`src/rtl/dma_ctrl.sv`:
```
// Single-channel word DMA: moves cfg_len 32-bit words from cfg_src to cfg_dst,
// one read/write pair at a time, then raises a level interrupt until irq_clr.
module dma_ctrl #(
  parameter int LEN_BITS = 16
) (
  input  logic                ACLK,
  input  logic                ARESETn,
  input  logic                cfg_start,
  input  logic [31:0]         cfg_src,
  input  logic [31:0]         cfg_dst,
  input  logic [LEN_BITS-1:0] cfg_len,
  input  logic                irq_clr,
  output logic                busy,
  output logic                done_irq,
  output logic                R_req,
  output logic [31:0]         DMA_R_ADDR,
  input  logic [31:0]         DMA_R_DATA,
  input  logic                R_valid,
  output logic                W_req,
  output logic [31:0]         DMA_W_ADDR,
  output logic [31:0]         DMA_W_DATA,
  input  logic                W_done,
  output logic [2:0]          dbg_state
);

  // Request/response: R_req and W_req are single-cycle pulses; the master stage
  // answers with a single-cycle R_valid / W_done, which only counts in the
  // matching wait state. Addresses hold steady until that answer arrives.
  typedef enum logic [2:0] {
    S_IDLE    = 3'd0,
    S_RD_REQ  = 3'd1,
    S_RD_WAIT = 3'd2,
    S_WR_REQ  = 3'd3,
    S_WR_WAIT = 3'd4,
    S_DONE    = 3'd5
  } state_e;

  state_e              state_q, state_d;
  logic [31:0]         src_q, src_d;
  logic [31:0]         dst_q, dst_d;
  logic [31:0]         buf_q, buf_d;
  logic [LEN_BITS-1:0] rem_q, rem_d;

  always_ff @(posedge ACLK) begin
    if (!ARESETn) begin
      state_q <= S_IDLE;
      src_q   <= '0;
      dst_q   <= '0;
      buf_q   <= '0;
      rem_q   <= '0;
    end else begin
      state_q <= state_d;
      src_q   <= src_d;
      dst_q   <= dst_d;
      buf_q   <= buf_d;
      rem_q   <= rem_d;
    end
  end

  always_comb begin
    state_d = state_q;
    src_d   = src_q;
    dst_d   = dst_q;
    buf_d   = buf_q;
    rem_d   = rem_q;
    unique case (state_q)
      S_IDLE: begin
        if (cfg_start) begin
          src_d   = {cfg_src[31:2], 2'b00};
          dst_d   = {cfg_dst[31:2], 2'b00};
          rem_d   = cfg_len;
          state_d = (cfg_len == '0) ? S_DONE : S_RD_REQ;
        end
      end
      S_RD_REQ:  state_d = S_RD_WAIT;
      S_RD_WAIT: begin
        if (R_valid) begin
          buf_d   = DMA_R_DATA;
          state_d = S_WR_REQ;
        end
      end
      S_WR_REQ:  state_d = S_WR_WAIT;
      S_WR_WAIT: begin
        // Pointers wrap modulo 2^32 through plain 32-bit addition.
        if (W_done) begin
          src_d   = src_q + 32'd4;
          dst_d   = dst_q + 32'd4;
          rem_d   = rem_q - LEN_BITS'(1);
          state_d = (rem_q == LEN_BITS'(1)) ? S_DONE : S_RD_REQ;
        end
      end
      S_DONE: begin
        if (irq_clr) state_d = S_IDLE;
      end
      default: state_d = S_IDLE;
    endcase
  end

  assign R_req      = (state_q == S_RD_REQ);
  assign W_req      = (state_q == S_WR_REQ);
  assign busy       = (state_q == S_RD_REQ) || (state_q == S_RD_WAIT) ||
                      (state_q == S_WR_REQ) || (state_q == S_WR_WAIT);
  assign done_irq   = (state_q == S_DONE);
  assign DMA_R_ADDR = src_q;
  assign DMA_W_ADDR = dst_q;
  assign DMA_W_DATA = buf_q;
  assign dbg_state  = state_q;

endmodule

```
`config.mk`:
```
export PLATFORM = sky130hd
export DESIGN_NAME = dma_ctrl
export DESIGN_NICKNAME = d
export VERILOG_FILES = /design/src/rtl/dma_ctrl.sv
export SDC_FILE = /design/constraint.sdc
export NUM_CORES = 1
export LEC_CHECK = 0
export BUFFER_PORTS_ARGS = -buffer_cell sky130_fd_sc_hd__buf_2
export CELL_PAD_IN_SITES_DETAIL_PLACEMENT = 0
export CELL_PAD_IN_SITES_GLOBAL_PLACEMENT = 1
export CORE_MARGIN = 2
export CORE_UTILIZATION = 35
export DETAILED_ROUTE_END_ITERATION = 10
export MAX_ROUTING_LAYER = met4
export PLACE_DENSITY = 0.78
export SLEW_MARGIN = 10
export SYNTH_ARGS = -nofsm -noshare
export SYNTH_HDL_FRONTEND = slang
export SYNTH_SLANG_ARGS = --single-unit
export TNS_END_PERCENT = 10
```
`constraint.sdc`:
```
create_clock -name ACLK -period 3.8 [get_ports ACLK]
set_input_delay 0.38 -clock ACLK [delete_from_list [all_inputs] [get_ports ACLK]]
set_output_delay 0.38 -clock ACLK [all_outputs]
set_load 0.005 [all_outputs]
```
* Word level (Yosys, flattened, before mapping)
Cells that the tools add are included.
** Word-level totals
- Bits in registers :: 115
- Input bits :: 118
- Output and inout bits :: 103
- Word-level logic and storage cells :: 43
** Operators by class
- Add/subtract/negate cells :: 3
- Equality and inequality tests :: 10
- Multiplexer cells :: 16
- Reduce and logical (&&, ||, !) cells :: 9
** Operator list (count)
- $mux 32 :: 4
- $pmux 32 s2 :: 2
- $add 32x3->32 const B :: 2
- $mux 16 :: 2
- $pmux 16 s2 :: 1
- $mux 3 :: 6
- $pmux 3 s6 :: 1
- $eq 16x1->1 const B :: 1
- $logic_not 16->1 :: 1
- $sub 16x1->16 const B :: 1
- $ne 2x2->1 const B :: 4
- $eq 3x2->1 const B :: 2
- $eq 3x3->1 const B :: 2
- $reduce_and 4->1 :: 1
- $eq 3x1->1 const B :: 1
- $logic_not 3->1 :: 1
- $logic_or 1x1->1 :: 3
- $reduce_and 3->1 :: 1
- $reduce_and 2->1 :: 1
- $reduce_bool 2->1 :: 1

* Logic depth before layout (Yosys ltp)
Gate-level depths: netlist of run 1.
- Word-level depth :: 4
- Gate-level depth with buffers :: 8
- Mapped depth without buffers :: 7

* Worst setup path before layout of run 1
OpenSTA, ideal clock, no wires.
- Kind :: register to register
- Start point :: register dst_q[2], in the netlist DMA_W_ADDR[2]
- End point :: register dst_q[28], in the netlist DMA_W_ADDR[28]
- Setup time :: 0.137 ns
- Data arrival time :: 1.869 ns
- Required time :: 3.663 ns
- Slack :: 1.794 ns
- Stages on the path, launching flop included :: 8
- Path buffers :: 1
- Clock period less this slack :: 2.006 ns
- Cell sequence :: dfxtp_1 -> ha_1 -> nand4_1 -> or2_2 -> clkbuf_1 -> or4_1 -> o22ai_1 -> a211oi_1
** Between the ends
- Longest elaborated chain between the ends :: 3
** RTL lines
- start: declaration :: RTL line 40 : logic [31:0] dst_q, dst_d;
- start signal: assignment :: RTL line 54 : dst_q <= dst_d;
- $add 32x3->32 :: RTL line 87 : dst_d = dst_q + 32'd4;
- $mux 32 :: RTL line 85 : if (W_done) begin
- $pmux 32 s2 :: RTL line 66 : unique case (state_q)
Every way passes these cells. The select of a mux whose other input is x is not followed.
A chain may end at the register's enable or synchronous reset.

* Worst setup path in the final report of run 1
- Start point :: register state_q[2], in the netlist dbg_state[2]
- End point :: register buf_q[22], in the netlist DMA_W_DATA[22]
** Between the ends
- Longest elaborated chain between the ends :: 2
** RTL lines
- start: declaration :: RTL line 38 : state_e state_q, state_d;
- start signal: assignment :: RTL line 52 : state_q <= state_d;
- $eq 3x2->1 :: RTL line 66
- $reduce_and 2->1 (no source line)
- end signal: assignment :: RTL line 55 : buf_q <= buf_d;
- end: declaration :: RTL line 41 : logic [31:0] buf_q, buf_d;
Every way passes these cells.

==> results.md, run 1 <==
* Register area share after synthesis at 0.381
* Most common cell after layout, fill and taps aside: buf_2
* Share of cells above drive strength 1 at 0.269
* Synthesized flop and latch total at 111
* DR pass1 iterations at 7
* Worst path arrival time at 2.72 ns
* Initial antenna violation count at 2
* Std-Cell Rows at 47
* Std-Cell Core Area at 0.0164 mm2
* Finished Cell Area at 0.00733 mm2
* Pin count of the biggest net entering global routing at 46
* Postcts setup bufs at 0
* Hold_buf cts at 0
* Worst-path fanout max at 35
* Port bufs at 212
* FMAX at 0.410 GHz
* First-pass GRT wire length at 32400 um
* Final ANT Viol Nets at 0
* GR Overflow Total at 0
* Nets at 1059
* Top Ports at 221
* DR vias at 6490
* Synth cell types at 56
* Drt total wl at 20500 um
* Worst Path Buf+Inv at 1
* Worst skew pair latency at 0.36 ns
* Final setup TNS at 0 ns
* Die height at 133 um
* Die Area at 0.0177 mm2
* Vias per cell at 5.58
* # H-tree levels at 3
* Root Driver: clkbuf_16
* Final Max Slew Viols at 0
* Final period util at 0.642
* Most used cell along the critical path: nand2_1
* Dpl cell area at 0.00703 mm2
* Vias in the first global route at 5947
* RSZ-0062 raised after global routing: no
* Die width at 133 um
* Post-Route Utilization at 0.447
* Path type of the worst min-delay path: in -> reg
* Final Wtd Congestion at 0.836
* Max-Cap Viols at 0
* Synth Cell Area at 0.00583 mm2
* CTS tree: yes
* DP HPWL at 14200 um
* Clock Sinks at 111
* Post-synth EDFFs at 0
* Post-CTS sizing at 0
* Ys flop type: dfxtp_1
* Slew margin rel. at 0.263
* Max Buffers Root-to-Sink at 2
* Async set or reset register ratio after synthesis at 0
* Cts bufs inserted at 9
* Total track usage at 0.232
* Run status: finished clean
* Most frequent cells in the layout: buf_2, dfxtp_1, nand2_1
* Worst EP required at 4.08 ns
* CP max stage cell: nand2_1
* Crit-path leading delay family: simple AND/OR/NAND/NOR gates
* DRC at 0
* Mapped Cells at 760
* Starting Density at 0.355
* Cells along the critical path: buf_4 > nand2b_1 > nor2_1 > nand2_1 > nand2_1 > a21oi_1
* Syn. warnings at 0
* Crit Path Class: reg -> reg
* Leak at 2.89 nW
* Mean area per synthesized cell at 7.67 um2
* Fin Clk Skew at 0.00754 ns
* Area grow syn2layout at 25.8%
* Number of DRC markers in iteration 0 at 432
* Crit. End Element: flip-flop
* Measured slew at the worst slew-check pin at 1.10 ns
* Worst path max stage delay at 0.81 ns
* Power density over the cells at 549 mW/mm2
* Worst Setup Start Kind: flip-flop
* Min Clock Period, post-route at 2.44 ns
* Worst-path clk slew at 0.07 ns
* Hold Fails Final Rpt at 0
* DR WL/cell at 17.6 um
* Peak VDD IR at 0.000273 V
* Final Setup Violations at 0
per-stage QoR:
| step | hold WS, ns | power [mW] | worst slack, ns | cells |
|---|---|---|---|---|
| 2_1_floorplan | 0.453 | 2.51 | 1.79 | 763 |
| 3_3_place_gp | 0.439 | 3.07 | 1.38 | 1146 |
| 3_5_place_dp | 0.443 | 3.07 | 1.38 | 1146 |
| 4_1_cts | 0.245 | 4.04 | 1.34 | 1162 |
| 5_1_grt | 0.250 | 4.29 | 1.07 | 1164 |
| 6_report | 0.253 | 4.02 | 1.36 | 1164 |
registers in the layout, indices dropped and copies added (netlist names):
register and cells:
DMA_R_ADDR 30, DMA_W_ADDR 30, DMA_W_DATA 32, dbg_state 3, rem_q 16
per-layer routing:
layer  up-vias  track usage  routed length, um
met1      3024        0.316               9350
met3        23       0.0314               1270
li1       3222            -                  -
met4         0       0.0729                346
met2       221        0.356               9500
met5         -            -                  0
path summary, 6_finish.rpt:
path	start	cells past startpoint	slack, ns	to
worst max-delay path	dbg_state[2]	6	1.36	DMA_W_DATA[22]
worst min-delay path	DMA_R_DATA[15]	3	0.25	DMA_W_DATA[15]
worst max register to register	dbg_state[2]	6	1.36	DMA_W_DATA[22]
worst min register to register	DMA_W_DATA[25]	2	0.45	DMA_W_DATA[25]
worst register-to-register path: cells and delay by family, from the launching register on:
family	cells	cell delay, ns
simple gates	4	1.17
flops	1	0.58
buf+inv	1	0.42
compound gates	1	0.18
logic make-up after synthesis:
logic type | synth area share
multiplexers | 0.00709
buffers and inverters | 0.0526
AND/OR/NAND/NOR | 0.263
adder cells (fa/ha/maj) | 0.00859
AO/OA/AOI/OAI | 0.282
other | 0.000644
flip-flops | 0.381
XOR/XNOR | 0.00451
cell usage after synthesis, drive strengths merged, types with 2 or more instances:
master	n	area share
dfxtp	111	0.38
clkbuf	42	0.027
a21oi	82	0.070
a211oi	32	0.041
a311oi	26	0.039
nor2	48	0.031
a41oi	2	0.0030
and2	7	0.0075
a221oi	2	0.0041
o31ai	7	0.0090
and3	15	0.016
a2111oi	2	0.0030
o22ai	15	0.016
o21a	2	0.0026
nor3	41	0.036
xnor2	3	0.0045
nand4	9	0.0097
buf	21	0.019
and4	9	0.014
or4	7	0.010
o21ai	47	0.040
nor3b	4	0.0052
a31oi	7	0.0075
nand2	103	0.066
nor4	15	0.016
mux2i	3	0.0052
nand3	29	0.026
o32ai	10	0.015
o211ai	8	0.010
o221ai	6	0.0090
ha	4	0.0086
or3	11	0.013
nand2b	7	0.0075
inv	9	0.0058
power by group:
part           internal, mW  switching, mW
registers              1.39          0.301
logic                 0.569          0.794
clock network         0.528          0.440
cell type report:
type	count	area, um2
Clock buffer	12	246
Timing Repair Buffer	226	1180
Antenna cell	2	5.00
Sequential cell	111	2220
Inverter	10	37.5
Multi-Input combinational cell	579	3310
Fill cell	1724	9080
Clock inverter	4	45.0
Tap cell	220	275
Note: power is estimated with default switching activity, not from simulation.
==> run 2: changes to the inputs <==
Clock period 3.8 ns to 2.45 ns, I/O delays scaled along.
==> results.md, run 2 (synthesis gave the netlist of run 1 again) <==
* Worst path max stage delay at 0.53 ns (-0.28 ns)
* CTS tree: yes
* DR WL/cell at 17.1 um (-2.5%)
* DR pass1 iterations at 5 (-2)
* Die width at 133 um (unchanged)
* Initial antenna violation count at 2 (unchanged)
* Cts bufs inserted at 9 (unchanged)
* Share of cells above drive strength 1 at 0.284 (+0.0151)
* Clock Power Share at 0.264 (+0.023)
* Root Driver: clkbuf_16
* Crit-path leading delay family: simple AND/OR/NAND/NOR gates
* R2R cell count at 6 (unchanged)
* Net Sw Power at 2.42 mW (+58%)
* Power density over the cells at 870 mW/mm2 (+58%)
* Post-Route Utilization at 0.458 (+0.0111)
* DRC at 0 (unchanged)
* Drt total wl at 20200 um (-1.1%)
* Hold Fails Final Rpt at 0 (unchanged)
* Worst Path Buf+Inv at 1 (unchanged)
* Total chip power at 6.53 mW (+62%)
* Placed cells at 1163 (+1.5%)
* Worst path arrival time at 2.48 ns (-0.24 ns)
* Min Clock Period, post-route at 2.22 ns (-0.219 ns)
* Final Wtd Congestion at 0.864 (+3.4%)
* Total track usage at 0.234 (+0.00210)
* Area grow syn2layout at 28.9%
* Max reg flops at 32 (unchanged)
* FMAX at 0.451 GHz (+9.9%)
* Post-CTS sizing at 0 (unchanged)
* Die Area at 0.0177 mm2 (unchanged)
* Worst EP required at 2.71 ns (-1.37 ns)
* Slew margin rel. at 0.462 (+0.199)
* Final setup TNS at 0 ns (unchanged)
* Vias in the first global route at 6079 (+2.2%)
* Top Ports at 221 (unchanged)
* Layout fillers at 1712 (-0.70%)
* Crit Path Class: reg -> reg
* Number of DRC markers in iteration 0 at 415 (-3.9%)
* Sw frac at 0.371 (-0.0107)
* Final period util at 0.906 (+0.264)
* Std-Cell Core Area at 0.0164 mm2 (unchanged)
* GRT met2 Usage at 0.354 (-0.00201)
* Pin count of the biggest net entering global routing at 72 (+57%)
* Seq pwr share at 0.394 (-0.027)
* GRT Max-Usage Layer: met2
* Worst-path fanout max at 5 (-86%)
* Final Max Slew Viols at 0 (unchanged)
* Met3 Use GR at 0.0345 (+0.00307)
* Max Buffers Root-to-Sink at 2 (unchanged)
* RSZ-0062 raised after global routing: no
* Starting Density at 0.355 (unchanged)
* Worst skew pair latency at 0.36 ns (about the same)
* DR vias at 6543 (+0.82%)
* Nets at 1076 (+1.6%)
* Postcts setup bufs at 0 (unchanged)
* Std-Cell Rows at 47 (unchanged)
* Worst Setup Start Kind: flip-flop
* # H-tree levels at 3 (unchanged)
* Most common cell after layout, fill and taps aside: buf_2
* Crit. End Element: flip-flop
* Final ANT Viol Nets at 0 (unchanged)
* Clock Sinks at 111 (unchanged)
* Vias per cell at 5.54 (-0.63%)
* Port bufs at 212 (unchanged)
* Reg-to-reg critical path startpoint: rem_q[1]
* Hold depth at 3 (unchanged)
* Measured slew at the worst slew-check pin at 0.804 ns (-0.300 ns)
* Grt met1 use at 0.313 (-0.00347)
* Path type of the worst min-delay path: in -> reg
* Max-Cap Viols at 0 (unchanged)
* Die height at 133 um (unchanged)
* Min-delay src: DMA_R_DATA[10]
* Hold_buf cts at 0 (unchanged)
* Leak at 3.00 nW (+3.7%)
* P_int at 4.11 mW (+65%)
* CP max stage cell: or4b_1
* Cells along the critical path: inv_1 > ha_1 > or4b_1 > or4_1 > o31a_1 > o32ai_1
* Fin Clk Skew at 0.00817 ns (+0.000623 ns)
* First-pass GRT wire length at 32500 um (+0.57%)
* Register-to-register setup slack at 0.23 ns (-1.13 ns)
* Run status: finished clean
* Peak VDD IR at 0.000395 V (+45%)
* Finished Layout Cells at 1181 (+1.5%)
* Most frequent cells in the layout: buf_2, dfxtp_1, nand2_1
* Reg2reg end: rem_q[8]
* Worst-path clk slew at 0.07 ns (about the same)
* Comb pwr share at 0.341 (+0.002)
* DP HPWL at 14200 um (+0.13%)
* Hold path endpoint: DMA_W_DATA[10]
* GR Overflow Total at 0 (unchanged)
* Final Setup Violations at 0 (unchanged)
## run 2: power groups by stage
| stage | clock [mW] | combinational (mW) | sequential, mW |
|---|---|---|---|
| detailed placement | 0 | 2.23 | 2.61 |
| global placement | 0 | 2.22 | 2.61 |
| global route | 1.84 | 2.50 | 2.64 |
| finish | 1.73 | 2.23 | 2.58 |
| floorplan | 0 | 1.34 | 2.55 |
| CTS | 1.78 | 2.24 | 2.57 |
## run 2: layout make-up
cell class	instances	area, um2	share of cell area
Antenna cell	2	5.00	0.000667
Sequential cell	111	2220	0.296
Multi-Input combinational cell	579	3310	0.441
Clock inverter	7	121	0.0162
Inverter	10	37.5	0.00500
Clock buffer	9	225	0.0300
Timing Repair Buffer	243	1310	0.174
Tap cell	220	275	0.0367
## run 2: stage by stage
step	setup slack (ns)	instance area, um2	hold WS, ns
4_1_cts	0.233	7500	0.101
2_1_floorplan	0.444	5840	0.381
3_3_place_gp	0.321	7160	0.440
3_5_place_dp	0.284	7160	0.443
5_1_grt	0.0618	7510	0.106
6_report	0.231	7510	0.115
## run 2: worst max-delay path by stage
stage / startpoint / to / depth (start not counted)
6_report: rem_q[1] / rem_q[8] / 6
3_5_place_dp: rem_q[0] / rem_q[8] / 6
5_1_grt: DMA_R_ADDR[2] / DMA_R_ADDR[28] / 6
3_3_place_gp: DMA_R_ADDR[2] / DMA_R_ADDR[28] / 6
4_1_cts: rem_q[0] / rem_q[8] / 6
2_1_floorplan: DMA_W_ADDR[2] / DMA_W_ADDR[28] / 7
## run 2: worst reg2reg max path, stage by stage, from the launching register on
cell	delay [ns]
dfxtp_1	0.33
inv_1	0.10
ha_1	0.25
or4b_1	0.53
or4_1	0.46
o31a_1	0.25
o32ai_1	0.21
## run 2: metal layers
metal,share of wire,up-vias,wire [um]
li1,-,3261,-
met1,0.46,3046,9400
met2,0.46,210,9310
met3,0.051,26,1040
met4,0.024,0,490
met5,0,-,0
